<file path="src/rtl/seg_scan.sv">
// seg_scan: time-multiplexed scan controller for a common-anode 7-seg display.
// Ports: clk, reset (sync, active-high), enable, load, value[4*DIGITS], lz_blank
//        -> bcd[4], seg_en, digit_sel[DIGITS] (active-low), frame_done (pulse).
module seg_scan #(
    parameter int DIGITS       = 4,
    parameter int CLK_DIV      = 50000,
    parameter int BLANK_CYCLES = 500
) (
    input  logic                  clk,
    input  logic                  reset,
    input  logic                  enable,
    input  logic                  load,
    input  logic [4*DIGITS-1:0]   value,
    input  logic                  lz_blank,
    output logic [3:0]            bcd,
    output logic                  seg_en,
    output logic [DIGITS-1:0]     digit_sel,
    output logic                  frame_done
);

    localparam int MAXC = (CLK_DIV > BLANK_CYCLES) ? CLK_DIV : BLANK_CYCLES;
    localparam int CW   = $clog2(MAXC) + 1;
    localparam int IW   = $clog2(DIGITS);

    localparam logic [CW-1:0] ON_LAST  = CW'(CLK_DIV - 1);
    localparam logic [CW-1:0] BL_LAST  = CW'(BLANK_CYCLES - 1);
    localparam logic [IW-1:0] IDX_LAST = IW'(DIGITS - 1);

    typedef enum logic [1:0] {
        IDLE,
        ON,
        BLANK
    } state_t;

    state_t                state, state_n;
    logic [IW-1:0]         idx, idx_n;
    logic [CW-1:0]         cnt, cnt_n;
    logic [4*DIGITS-1:0]   shadow, active;
    logic                  pending;
    logic                  lz_q;
    logic [DIGITS-1:0]     hz;
    logic                  run;
    logic                  supp;
    logic [3:0]            nib;

    always_ff @(posedge clk) begin
        if (reset) begin
            state <= IDLE;
            idx   <= '0;
            cnt   <= '0;
        end else begin
            state <= state_n;
            idx   <= idx_n;
            cnt   <= cnt_n;
        end
    end

    always_comb begin
        state_n = state;
        idx_n   = idx;
        cnt_n   = cnt;
        case (state)
            IDLE: begin
                idx_n = '0;
                cnt_n = '0;
                if (enable) begin
                    state_n = ON;
                end
            end
            ON: begin
                if (!enable) begin
                    state_n = IDLE;
                    idx_n   = '0;
                    cnt_n   = '0;
                end else if (cnt == ON_LAST) begin
                    state_n = BLANK;
                    cnt_n   = '0;
                end else begin
                    cnt_n = cnt + 1'b1;
                end
            end
            BLANK: begin
                if (!enable) begin
                    state_n = IDLE;
                    idx_n   = '0;
                    cnt_n   = '0;
                end else if (cnt == BL_LAST) begin
                    state_n = ON;
                    cnt_n   = '0;
                    idx_n   = (idx == IDX_LAST) ? '0 : idx + 1'b1;
                end else begin
                    cnt_n = cnt + 1'b1;
                end
            end
            default: begin
                state_n = IDLE;
                idx_n   = '0;
                cnt_n   = '0;
            end
        endcase
    end

    // Last BLANK cycle of the last digit closes the frame.
    assign frame_done = (state == BLANK) && (idx == IDX_LAST) && (cnt == BL_LAST);

    // active only changes at frame boundaries; a load landing on the
    // boundary itself bypasses shadow so it shows in the very next frame.
    always_ff @(posedge clk) begin
        if (reset) begin
            shadow  <= '0;
            active  <= '0;
            pending <= 1'b0;
            lz_q    <= 1'b0;
        end else begin
            lz_q <= lz_blank;
            if (frame_done) begin
                if (load) begin
                    active  <= value;
                    shadow  <= value;
                    pending <= 1'b0;
                end else if (pending) begin
                    active  <= shadow;
                    pending <= 1'b0;
                end
            end else if (load) begin
                shadow  <= value;
                pending <= 1'b1;
            end
        end
    end

    // hz[i]: nibbles i..DIGITS-1 of active are all zero.
    always_comb begin
        run = 1'b1;
        hz  = '0;
        for (int i = DIGITS - 1; i >= 0; i--) begin
            run   = run && (active[4*i +: 4] == 4'd0);
            hz[i] = run;
        end
    end

    assign nib  = active[{idx, 2'b00} +: 4];
    assign supp = lz_q && (idx != '0) && hz[idx];

    always_comb begin
        bcd       = 4'd0;
        seg_en    = 1'b0;
        digit_sel = '1;
        if (state == ON) begin
            bcd = nib;
            if (!supp) begin
                seg_en    = 1'b1;
                digit_sel = ~(DIGITS'(1) << idx);
            end
        end
    end

endmodule

</file>
<file path="config.mk">
export PLATFORM = sky130hd
export DESIGN_NAME = seg_scan
export DESIGN_NICKNAME = d
export VERILOG_FILES = /design/src/rtl/seg_scan.sv
export SDC_FILE = /design/constraint.sdc
export NUM_CORES = 1
export LEC_CHECK = 0
export BUFFER_PORTS_ARGS = -buffer_cell sky130_fd_sc_hd__buf_2
export CAP_MARGIN = 20
export CORE_UTILIZATION = 50
export CTS_BUF_LIST = sky130_fd_sc_hd__clkbuf_16
export DETAILED_ROUTE_END_ITERATION = 8
export GPL_ROUTABILITY_DRIVEN = 0
export PLACE_DENSITY = 0.72
export SYNTH_ARGS = -nofsm -noshare
export SYNTH_HDL_FRONTEND = slang
export SYNTH_SLANG_ARGS = --single-unit
</file>
<file path="constraint.sdc">
create_clock -name clk -period 3.2 [get_ports clk]
set_input_delay 0.32 -clock clk [delete_from_list [all_inputs] [get_ports clk]]
set_output_delay 0.32 -clock clk [all_outputs]
set_load 0.02 [all_outputs]
</file>
### Word level (Yosys, flattened, before mapping)

Cells that the tools add are included.

| storage, ports and cells | value |
|---|---|
| register bits after elaboration | 55 |

| cells by class | value |
|---|---|
| add/sub/neg operators | 2 |
| $lt $le $gt $ge | 1 |
| shifts and indexed selects | 2 |
| equality and inequality tests | 9 |
| reduce and logical (&&, ||, !) cells | 18 |
| mux-type cells | 25 |
| bitwise logic cells | 1 |

Operators with widths:

| operator | number |
|---|---|
| two-way mux 17 bit | 4 |
| one-hot mux 17 bit (2 select lines) | 1 |
| two-way mux 16 bit | 2 |
| two-way mux 2 bit | 9 |
| adder 17 x 1 -> 17 bit (second input constant) | 1 |
| equality test 17 x 16 -> 1 bit (second input constant) | 1 |
| equality test 17 x 9 -> 1 bit (second input constant) | 1 |
| logical NOT 4 bit | 4 |
| indexed part select 16 x 5 -> 4 bit | 1 |
| two-way mux 4 bit | 3 |
| logical AND 1 bit | 7 |
| != test 3 bit (second input constant) | 2 |
| one-hot mux 2 bit (3 select lines) | 1 |
| equality test 2 bit (second input constant) | 2 |
| != test 2 bit (second input constant) | 2 |
| NOT 4 bit | 1 |
| one-hot mux 2 bit (2 select lines) | 1 |
| AND reduction 2 bit | 2 |
| nonzero test 2 bit | 2 |
| << shifter 1 x 2 -> 4 bit (first input constant) | 1 |
| less-than comparator 2 x 3 -> 1 bit (second input constant) | 1 |
| two-way mux 1 bit | 3 |
| AND reduction 3 bit | 1 |
| adder 2 x 1 -> 2 bit (second input constant) | 1 |
| other kinds (4) | 4 |

### Depth between registers and ports, before layout

Gate-level depths: netlist of run 1.

| depth | value |
|---|---|
| word-level depth | 9 |
| gate-level depth with buffers | 9 |
| mapped depth without buffers | 6 |

### Worst setup path after synthesis of run 1

OpenSTA, ideal clock, no wires.

| timing path | value |
|---|---|
| path type | register to output |
| start | register idx[0] |
| end | output port digit_sel[1] |
| path buffers | 1 |
| setup slack | 1196 ps |
| arrival | 1684 ps |
| stages on the path, launching flop included | 7 |
| data required time | 2880 ps |
| path through | dfxtp_1 > clkbuf_1 > inv_1 > ha_1 > nand3b_1 > o31a_1 > nand2_1 |

| on the way | value |
|---|---|
| longest elaborated chain between the ends | 5 |
| elaborated cells on any way between the ends | 9 |
| classes of those cells | 1 x shift; 4 x mux; 1 x bitwise; 3 x reduce/logical |

RTL lines:

| item | RTL line | source |
|---|---|---|
| from (decl) | 36 | `logic [IW-1:0] idx, idx_n;` |
| from (signal assigned) | 53 | `idx <= idx_n;` |
| binary-select mux 1 bit (select 2 bit) or nonzero test 2 bit (tied branches) | 143 | `assign supp = lz_q && (idx != '0) && hz[idx];` |
| two-way mux 1 bit (not written as such) or logical AND 1 bit (tied branches) | 143 |  |
| logical AND 1 bit | 143 |  |
| two-way mux 4 bit * | 151 | `if (!supp) begin` |
| two-way mux 4 bit * | 149 | `if (state == ON) begin` |
| to (decl) | 17 | `output logic [DIGITS-1:0] digit_sel,` |

Mark *: on every way between the ends. The rest lies on a longest branch, timed or not. The select of a mux whose other input is x is not followed.

### Worst setup path in the final report of run 1

| timing path | value |
|---|---|
| start | register idx[0] |
| end | output port digit_sel[3] |

Same word-level chain as after synthesis.

==> results of run 1 <==
## cell type report
cell class,instances,area (um2),share of cell area [%]
sequential,55,1101,37.46
timing repair buffer,30,150.1,5.109
tap,70,87.58,2.980
inverter,8,30.03,1.022
clock buffer,5,125.1,4.257
multi-input combinational,189,1433,48.74
clock inverter,2,12.51,0.4257
## registers in the layout (all words and copies together), names as in the netlist
| signal | flops |
|---|---|
| active | 16 |
| cnt | 17 |
| idx | 2 |
| lz_q | 1 |
| pending | 1 |
| shadow | 16 |
| state | 2 |
## routing by layer
layer / up-vias / part of all wire [%]
met2: 26 / 44
met1: 885 / 50
li1: 952 / -
met5: - / 0
met3: 7 / 4.0
met4: 0 / 1.5
## cells by family (layout without fill, tap and decap cells)
group	count (synthesis)	after routing	synth area share, %
and+or+nand+nor	116	116	23.05
DFF	55	55	41.39
muxes	36	36	17.59
adders and majority gates	10	10	4.704
buffers and inverters	24	45	4.751
AOI/OAI and AO/OA	12	12	3.575
xor gates and xnor gates	15	15	4.939
## worst reg2reg max path: cells and delay by family (launching register included)
family | cells | cell delay [ns]
fa+ha+maj | 1 | 0.20
simple gates | 3 | 0.61
compound gates | 2 | 0.98
flops | 1 | 0.36
## cells in the final DEF (no fill, tap or decap), types with 8 or more instances in the layout
master   Yosys  final
mux2_4      10     10
nor2_1      43     43
inv_1        8      8
buf_2        2     30
nor2b_1     19     19
dfxtp_1     55     55
nand2_1     13     13
nand3_1      8      8
ha_1        10     10
xnor2_1      9      9
mux2i_1     16     16
## per-stage QoR
stage / std cells / total power, mW / hold WS (ns) / util, % / setup slack [ns]
2_1_floorplan: 268 / 0.7721 / 0.4260 / - / 1.196
3_3_place_gp: 352 / 0.7950 / 0.4416 / 54.85 / 1.027
3_5_place_dp: 352 / 0.7966 / 0.4531 / 54.85 / 0.8930
4_1_cts: 359 / 1.312 / 0.2560 / 57.55 / 0.8317
5_1_grt: 359 / 1.353 / 0.2478 / 57.55 / 0.6756
6_report: 359 / 1.303 / 0.2554 / 57.55 / 0.8391
## power by group through the flow
stage / sequential (mW) / combinational [mW] / clock (mW)
2_1_floorplan: 0.718 / 0.0541 / 0
3_3_place_gp: 0.719 / 0.0764 / 0
3_5_place_dp: 0.719 / 0.0776 / 0
5_1_grt: 0.705 / 0.0877 / 0.560
4_1_cts: 0.703 / 0.0780 / 0.531
6_report: 0.703 / 0.0772 / 0.523
## synthesized netlist by cell type, types with 2 or more instances
master,number
nor4_1,5
inv_1,8
mux2i_1,16
nand2_1,13
mux4_2,4
nand3b_1,2
buf_6,4
a21oi_1,2
nor3_1,5
nor2_1,43
mux2_2,6
clkbuf_1,7
and4_1,2
o311ai_1,2
xor2_1,6
and2_1,5
ha_1,10
buf_1,2
a32o_1,2
nand4_1,6
xnor2_1,9
mux2_4,10
nand3_1,8
nor2b_1,19
buf_2,2
and3_1,2
dfxtp_1,55
## worst max path at each step
stage	from	end	slack, ns	depth (start not counted)
finish	idx[0]$_SDFFE_PP0P_	digit_sel[3]	0.84	6
CTS	idx[0]$_SDFFE_PP0P_	digit_sel[3]	0.83	6
global route	cnt[0]$_SDFF_PP0_	cnt[3]$_SDFF_PP0_	0.68	6
floorplan	idx[0]$_SDFFE_PP0P_	digit_sel[1]	1.20	6
detailed placement	cnt[0]$_SDFF_PP0_	cnt[2]$_SDFF_PP0_	0.89	6
global placement	cnt[0]$_SDFF_PP0_	cnt[5]$_SDFF_PP0_	1.03	6
==> flow_metrics.tcl, run 1 <==
set metrics [dict create \
    status "completed" \
    synthFlopType "dfxtp_1" \
    clock_latency_ns 0.29 \
    combPwrFrac_pct 5.9 \
    drt-total-wl_um 4654 \
    slew_headroom_pct 54.44 \
    cts_hold_buf 0 \
    crit_arrival_ns 2.04 \
    skew_ns 0.006806 \
    layout-drive-gt1-share_pct 20.76 \
    cts_tree "done" \
    start_util_pct 52.08 \
    grt-ovfl-total 0 \
    critical_path.max_stage_delay_ns 0.60 \
    slew_violations 0 \
    clk_path_buf_depth 2 \
    wl_per_cell_um 12.96 \
    grt.met3_usage_pct 5.890 \
    use_met2_pct 28.83 \
    switchingPower_mw 0.2850 \
    grt_busiest_layer "met2" \
    cp-start-kind "flop" \
    clock_sinks 55 \
    ys_ff_latch 55 \
    syn_avg_cell_area_um2 9.926 \
    use_met1_pct 24.46 \
    viasPerCell 5.209 \
    tns_ns 0 \
    die-area_um2 5616 \
    switching_share_pct 21.87 \
    r2r_slack_ns 0.92 \
    cts-root-buf "clkbuf_16" \
    n_fill_cell 455 \
    syn_inst 268 \
    yosysSeqAreaShare_pct 41.39 \
    grt_max_degree 40 \
    worst_path_max_delay_cell "dfxtp_1" \
    cp.required_ns 2.88 \
    p_int_mw 1.018 \
    fin_nets 320 \
    dieWidth_um 74.94 \
    drv_cap 0 \
    rsz0062_at_grt "false" \
    period_share_pct 73.78 \
    p_per_area_nw_per_um2 443.4 \
    report.final.hold_viol_count 0 \
    clkTransAtPathRegs_ns 0.07 \
    synth-edff-count 0 \
    synth_top_area_share_pct 41.39 \
    synth_top_area_cell "dfxtp_1" \
    cts_buffers 5 \
    synth_area_leaders "dfxtp_1 (41%), nor2_1 (6.1%), mux2i_1 (6.0%)" \
    crit_chain "inv_1 > ha_1 > nand3b_1 > o31a_1 > nand2_1 > buf_2" \
    tightest_slew_ns 0.6834 \
    p_leak_nw 1.231 \
    hp-class "primary input to flop" \
    num_vias 1870 \
    worst_setup_path_end_kind "output pin" \
    ir_worst_vdd_uv 247.1 \
    synthArstFlopShare_pct 0 \
    layout_min_cycle_time_ns 2.361 \
    path_class "flop to output pin" \
    worst_path_dominant_cell_family "flip-flops" \
    grt_pass1_wl_um 7817 \
    firstDrtPassIters 4 \
    port_buffers 30 \
    htree_levels 2 \
    ant_nets 0 \
    first_iter_violations 91 \
    syn_to_final_growth_pct 10.49 \
    hold_end "lz_q$_SDFF_PP0_" \
    critPathBufInv 2 \
    yosysWarningCount 0 \
    post_cts_buffers 0 \
    crit_fanout 10 \
    ios 31 \
    drc_errors 0 \
    place_area_um2 2801 \
    min-delay-start "lz_blank" \
    cts_resized 0 \
    clkPwrFrac_pct 40.1 \
    die_h_um 74.94 \
    dp_hpwl_um 3307 \
    hold-path-cell-count 2 \
    pwr-share-seq_pct 54.0 \
    first_global_vias 1722 \
    syn-num-nets 299 \
    rr_endpoint "cnt[2]$_SDFF_PP0_" \
    max_freq_mhz 423.6 \
    design_area_um2 2939 \
    ys_types 40 \
    n_antenna_cell 0 \
    r2r_cells 6 \
    core_um2 5107 \
    reg2reg_from "cnt[0]$_SDFF_PP0_" \
    num_rows 26 \
    grtUsageTotal_pct 18.64 \
    setup_viol 0 \
    synth.cell_area_um2 2660 \
    antenna_found_initial 0 \
]
No activity file was read; power rests on OpenSTA's default activity.
==> run 2: changes to the inputs <==
==> constraint.sdc (replaced) <==
create_clock -name clk -period 2.4 [get_ports clk]
set_input_delay 0.24 -clock clk [delete_from_list [all_inputs] [get_ports clk]]
set_output_delay 0.24 -clock clk [all_outputs]
set_load 0.02 [all_outputs]
==> flow_metrics.tcl, run 2 (same netlist as run 1, synthesis figures left out) <==
set metrics [dict create \
    fin_nets 326 \
    grt-ovfl-total 0 \
    cts_tree "done" \
    grt_max_degree 29 \
    largest_register_ffs 17 \
    syn_to_final_growth_pct 12.42 \
    p_per_area_nw_per_um2 575.9 \
    period_share_pct 90.16 \
    r2r_slack_ns 0.24 \
    viasPerCell 5.090 \
    worst_setup_path_end_kind "flop" \
    r2r_cells 6 \
    rsz0062_at_grt "false" \
    path_class "flop to flop" \
    drt-total-wl_um 4712 \
    clock_latency_ns 0.29 \
    firstDrtPassIters 4 \
    p_leak_nw 1.268 \
    clock_sinks 55 \
    cts_buffers 5 \
    reg_top3 "cnt: 17 flops, active: 16 flops, shadow: 16 flops" \
    cts-root-buf "clkbuf_16" \
    ios 31 \
    cp.required_ns 2.58 \
    grtUsageTotal_pct 19.04 \
    cp-start-kind "flop" \
    placedCellCount 358 \
    num_vias 1863 \
    clk_path_buf_depth 2 \
    reg2reg_from "cnt[0]$_SDFF_PP0_" \
    cp-endpoint "state[1]$_SDFFE_PP0P_" \
    dp_hpwl_um 3420 \
    drc_errors 0 \
    setup_viol 0 \
    grt_pass1_wl_um 7969 \
    n_fill_cell 460 \
    drv_cap 0 \
    clkTransAtPathRegs_ns 0.07 \
    skew_ns 0.005383 \
    slew_violations 0 \
    report.final.hold_viol_count 0 \
    die_h_um 74.94 \
    hold-worst-slack_ns 0.1743 \
    layout_min_cycle_time_ns 2.164 \
    port_buffers 30 \
    slew_headroom_pct 63.16 \
    tightest_slew_ns 0.5439 \
    hold-path-cell-count 2 \
    htree_levels 2 \
    crit_arrival_ns 2.35 \
    first_global_vias 1771 \
    wl_per_cell_um 12.87 \
    max_freq_mhz 462.2 \
    hp-class "primary input to flop" \
    start_util_pct 52.08 \
    core_um2 5107 \
    top_register "cnt" \
    status "completed" \
    antenna_found_initial 0 \
    layout_common_cells "dfxtp_1 (55), nor2_1 (43), buf_2 (30)" \
    multi_input_area_um2 1439 \
    cts_hold_buf 0 \
    crit_fanout 6 \
    final-instance-count-excl-fill 366 \
    die-area_um2 5616 \
    n_antenna_cell 0 \
    ir_worst_vdd_uv 377.3 \
    layout-drive-gt1-share_pct 22.64 \
    final_common_cell "dfxtp_1" \
    first_iter_violations 93 \
    tns_ns 0 \
    ant_nets 0 \
    rr_endpoint "state[1]$_SDFFE_PP0P_" \
    final-seq-area_um2 1101 \
    dieWidth_um 74.94 \
    startpoint "cnt[0]$_SDFF_PP0_" \
    num_rows 26 \
]
run 2: changes by cell type in the layout (fill, tap and decap cells not counted):
| cell | change |
|---|---|
| nor4_1 | -1 |
| clkinv_1 | -1 |
| inv_1 | +2 |
| buf_4 | +6 |
| inv_6 | -1 |
| clkinv_2 | +1 |
| nor4_2 | +1 |
run 2: how the worst min path moves through the flow:
stage                 startpoint                end
2_1_floorplan           lz_blank    lz_q$_SDFF_PP0_
3_3_place_gp   cnt[0]$_SDFF_PP0_  cnt[0]$_SDFF_PP0_
3_5_place_dp   cnt[0]$_SDFF_PP0_  cnt[0]$_SDFF_PP0_
4_1_cts                 lz_blank    lz_q$_SDFF_PP0_
5_1_grt                 lz_blank    lz_q$_SDFF_PP0_
6_report                lz_blank    lz_q$_SDFF_PP0_
run 2: timing repair:
item / CTS / global route
hold endpoints to repair: 0 / 0
endpoints found under the setup margin: 0 / 1
gates resized for setup: 0 / 1
buffers inserted: 0 / 0
run 2: power by group:
| part | total, mW | switching (mW) | internal [mW] |
|---|---|---|---|
| clock network | 0.679 | 0.302 | 0.377 |
| registers | 0.938 | 0.00555 | 0.932 |
| logic | 0.105 | 0.0590 | 0.0464 |
run 2: worst max-delay path, cell delays in order (launching register included):
cell and delay (ns):
dfxtp_1 0.36, ha_1 0.21, and3_1 0.30, nand4_1 0.22, o311ai_1 0.47, nand3_1 0.20, a32o_1 0.30
run 2: final cells by class:
cell class | instances | share of cell area [%]
flip-flops and latches | 55 | 36.82
repair buffers | 36 | 6.527
clock inverters | 3 | 0.4184
multi-input cells | 189 | 48.12
well taps | 70 | 2.929
inverters | 8 | 1.004
clock buffers | 5 | 4.184
run 2: layer usage:
metal	vias to the layer above	routed length, um	track usage, %
met5	-	0	0
met4	0	89	8.176
met3	9	134	3.614
met2	30	2171	31.53
met1	854	2316	24.29
li1	970	-	-
run 2: through the flow:
| stage | power, mW | setup WS, ns | cell area (um2) | utilization (%) |
|---|---|---|---|---|
| after CTS | 1.742 | 0.1074 | 2984 | 58.43 |
| final | 1.722 | 0.2363 | 2990 | 58.55 |
| after floorplan | 1.029 | 0.4761 | 2660 | - |
| after detailed placement | 1.065 | 0.2689 | 2846 | 55.73 |
| after global placement | 1.064 | 0.3369 | 2846 | 55.73 |
| after global routing | 1.792 | 0.09033 | 2990 | 58.55 |
==> run 3: changes to the inputs <==
--- a/config.mk
+++ b/config.mk
@@ -5,7 +5,7 @@
 export SDC_FILE = /design/constraint.sdc
 export NUM_CORES = 1
 export LEC_CHECK = 0
-export BUFFER_PORTS_ARGS = -buffer_cell sky130_fd_sc_hd__buf_2
+export BUFFER_PORTS_ARGS = -buffer_cell sky130_fd_sc_hd__buf_4
 export CAP_MARGIN = 20
 export CORE_UTILIZATION = 50
 export CTS_BUF_LIST = sky130_fd_sc_hd__clkbuf_16
==> flow_metrics.tcl, run 3 (same netlist as run 1, synthesis figures left out) <==
set metrics [dict create \
    ant_nets 0 \
    skew_ns 0.005898 \
    viasPerCell 5.191 \
    crit_fanout 4 \
    hp-class "primary input to flop" \
    place_area_um2 2892 \
    post_cts_buffers 0 \
    layout_common_cells "dfxtp_1 (55), nor2_1 (43), buf_4 (32)" \
    tns_ns 0 \
    layout_min_cycle_time_ns 2.241 \
    p_per_area_nw_per_um2 575.3 \
    start_util_pct 52.08 \
    period_share_pct 93.39 \
    fin_nets 322 \
    cts-root-buf "clkbuf_16" \
    antenna_found_initial 0 \
    syn_to_final_growth_pct 13.97 \
    htree_levels 2 \
    port_buffers 30 \
    hold-worst-slack_ns 0.1747 \
    grt_max_degree 40 \
    clk_path_buf_depth 2 \
    worst_setup_path_end_kind "output pin" \
    dp_hpwl_um 3355 \
    n_antenna_cell 0 \
    slew_violations 0 \
    rsz0062_at_grt "false" \
    wl_per_cell_um 13.33 \
    design_area_um2 3032 \
    ios 31 \
    clock_latency_ns 0.29 \
    drv_cap 0 \
    crit_arrival_ns 2.00 \
    clkTransAtPathRegs_ns 0.07 \
    clock_sinks 55 \
    drt-total-wl_um 4824 \
    grt_pass1_wl_um 7838 \
    dieWidth_um 74.94 \
    n_fill_cell 451 \
    slew_headroom_pct 60.91 \
    cts_tree "done" \
    path_class "flop to output pin" \
    die_h_um 74.94 \
    die-area_um2 5616 \
    max_freq_mhz 446.1 \
    grtUsageTotal_pct 18.58 \
    num_vias 1879 \
    top_register "cnt" \
    report.final.hold_viol_count 0 \
    drc_errors 0 \
    first_iter_violations 95 \
    setup_viol 0 \
    grt-ovfl-total 0 \
    reg_top3 "cnt: 17 flops, active: 16 flops, shadow: 16 flops" \
    cp-start-kind "flop" \
    cp.required_ns 2.16 \
    largest_register_ffs 17 \
    first_global_vias 1713 \
    cts_buffers 5 \
    cts_hold_buf 0 \
    final_common_cell "dfxtp_1" \
    ir_worst_vdd_uv 284.3 \
    num_rows 26 \
    layout-drive-gt1-share_pct 21.92 \
    p_leak_nw 1.270 \
    firstDrtPassIters 4 \
    status "completed" \
    tightest_slew_ns 0.5772 \
    core_um2 5107 \
    cts_resized 0 \
    power.total_mw 1.744 \
]
-- run 3: path summary, 6_finish.rpt --
kind	slack (ns)	endpoint	cells past startpoint	startpoint
worst min-delay path	0.17	lz_q$_SDFF_PP0_	2	lz_blank
worst min register to register	0.46	cnt[0]$_SDFF_PP0_	1	cnt[0]$_SDFF_PP0_
worst max register to register	0.25	active[6]$_SDFFE_PP0P_	6	cnt[0]$_SDFF_PP0_
worst max-delay path	0.16	frame_done	5	cnt[0]$_SDFF_PP0_
-- run 3: worst max-delay path: stages (launching register included) --
cell and delay, ns:
dfxtp_1 0.37, ha_1 0.21, nor4b_1 0.25, nand2_1 0.18, nor4_1 0.48, buf_4 0.24
-- run 3: final cells by class --
cell class | count | area [um2] | area share (%)
Tap cell | 70 | 87.58 | 2.889
Inverter | 8 | 30.03 | 0.9905
Multi-Input combinational cell | 189 | 1433 | 47.26
Sequential cell | 55 | 1101 | 36.32
Clock buffer | 5 | 125.1 | 4.127
Timing Repair Buffer | 32 | 240.2 | 7.924
Clock inverter | 3 | 15.01 | 0.4953
-- run 3: layer usage --
layer | GRT usage [%] | wire (um) | vias up
met3 | 5.087 | 192 | 6
li1 | - | - | 968
met5 | 0 | 0 | -
met1 | 24.10 | 2363 | 871
met2 | 29.93 | 2208 | 34
met4 | 6.289 | 59 | 0
-- run 3: power breakdown --
part           switching [mW]  internal (mW)
logic                  0.0593         0.0553
clock network           0.311          0.381
registers             0.00549          0.932
total                   0.376           1.37
-- run 3: metrics by stage --
stage,cells,setup WS (ns),utilization (%)
2_1_floorplan,268,0.4761,-
3_3_place_gp,354,0.2985,56.61
3_5_place_dp,354,0.2561,56.61
4_1_cts,362,0.2038,59.36
5_1_grt,362,0.02138,59.36
6_report,362,0.1586,59.36
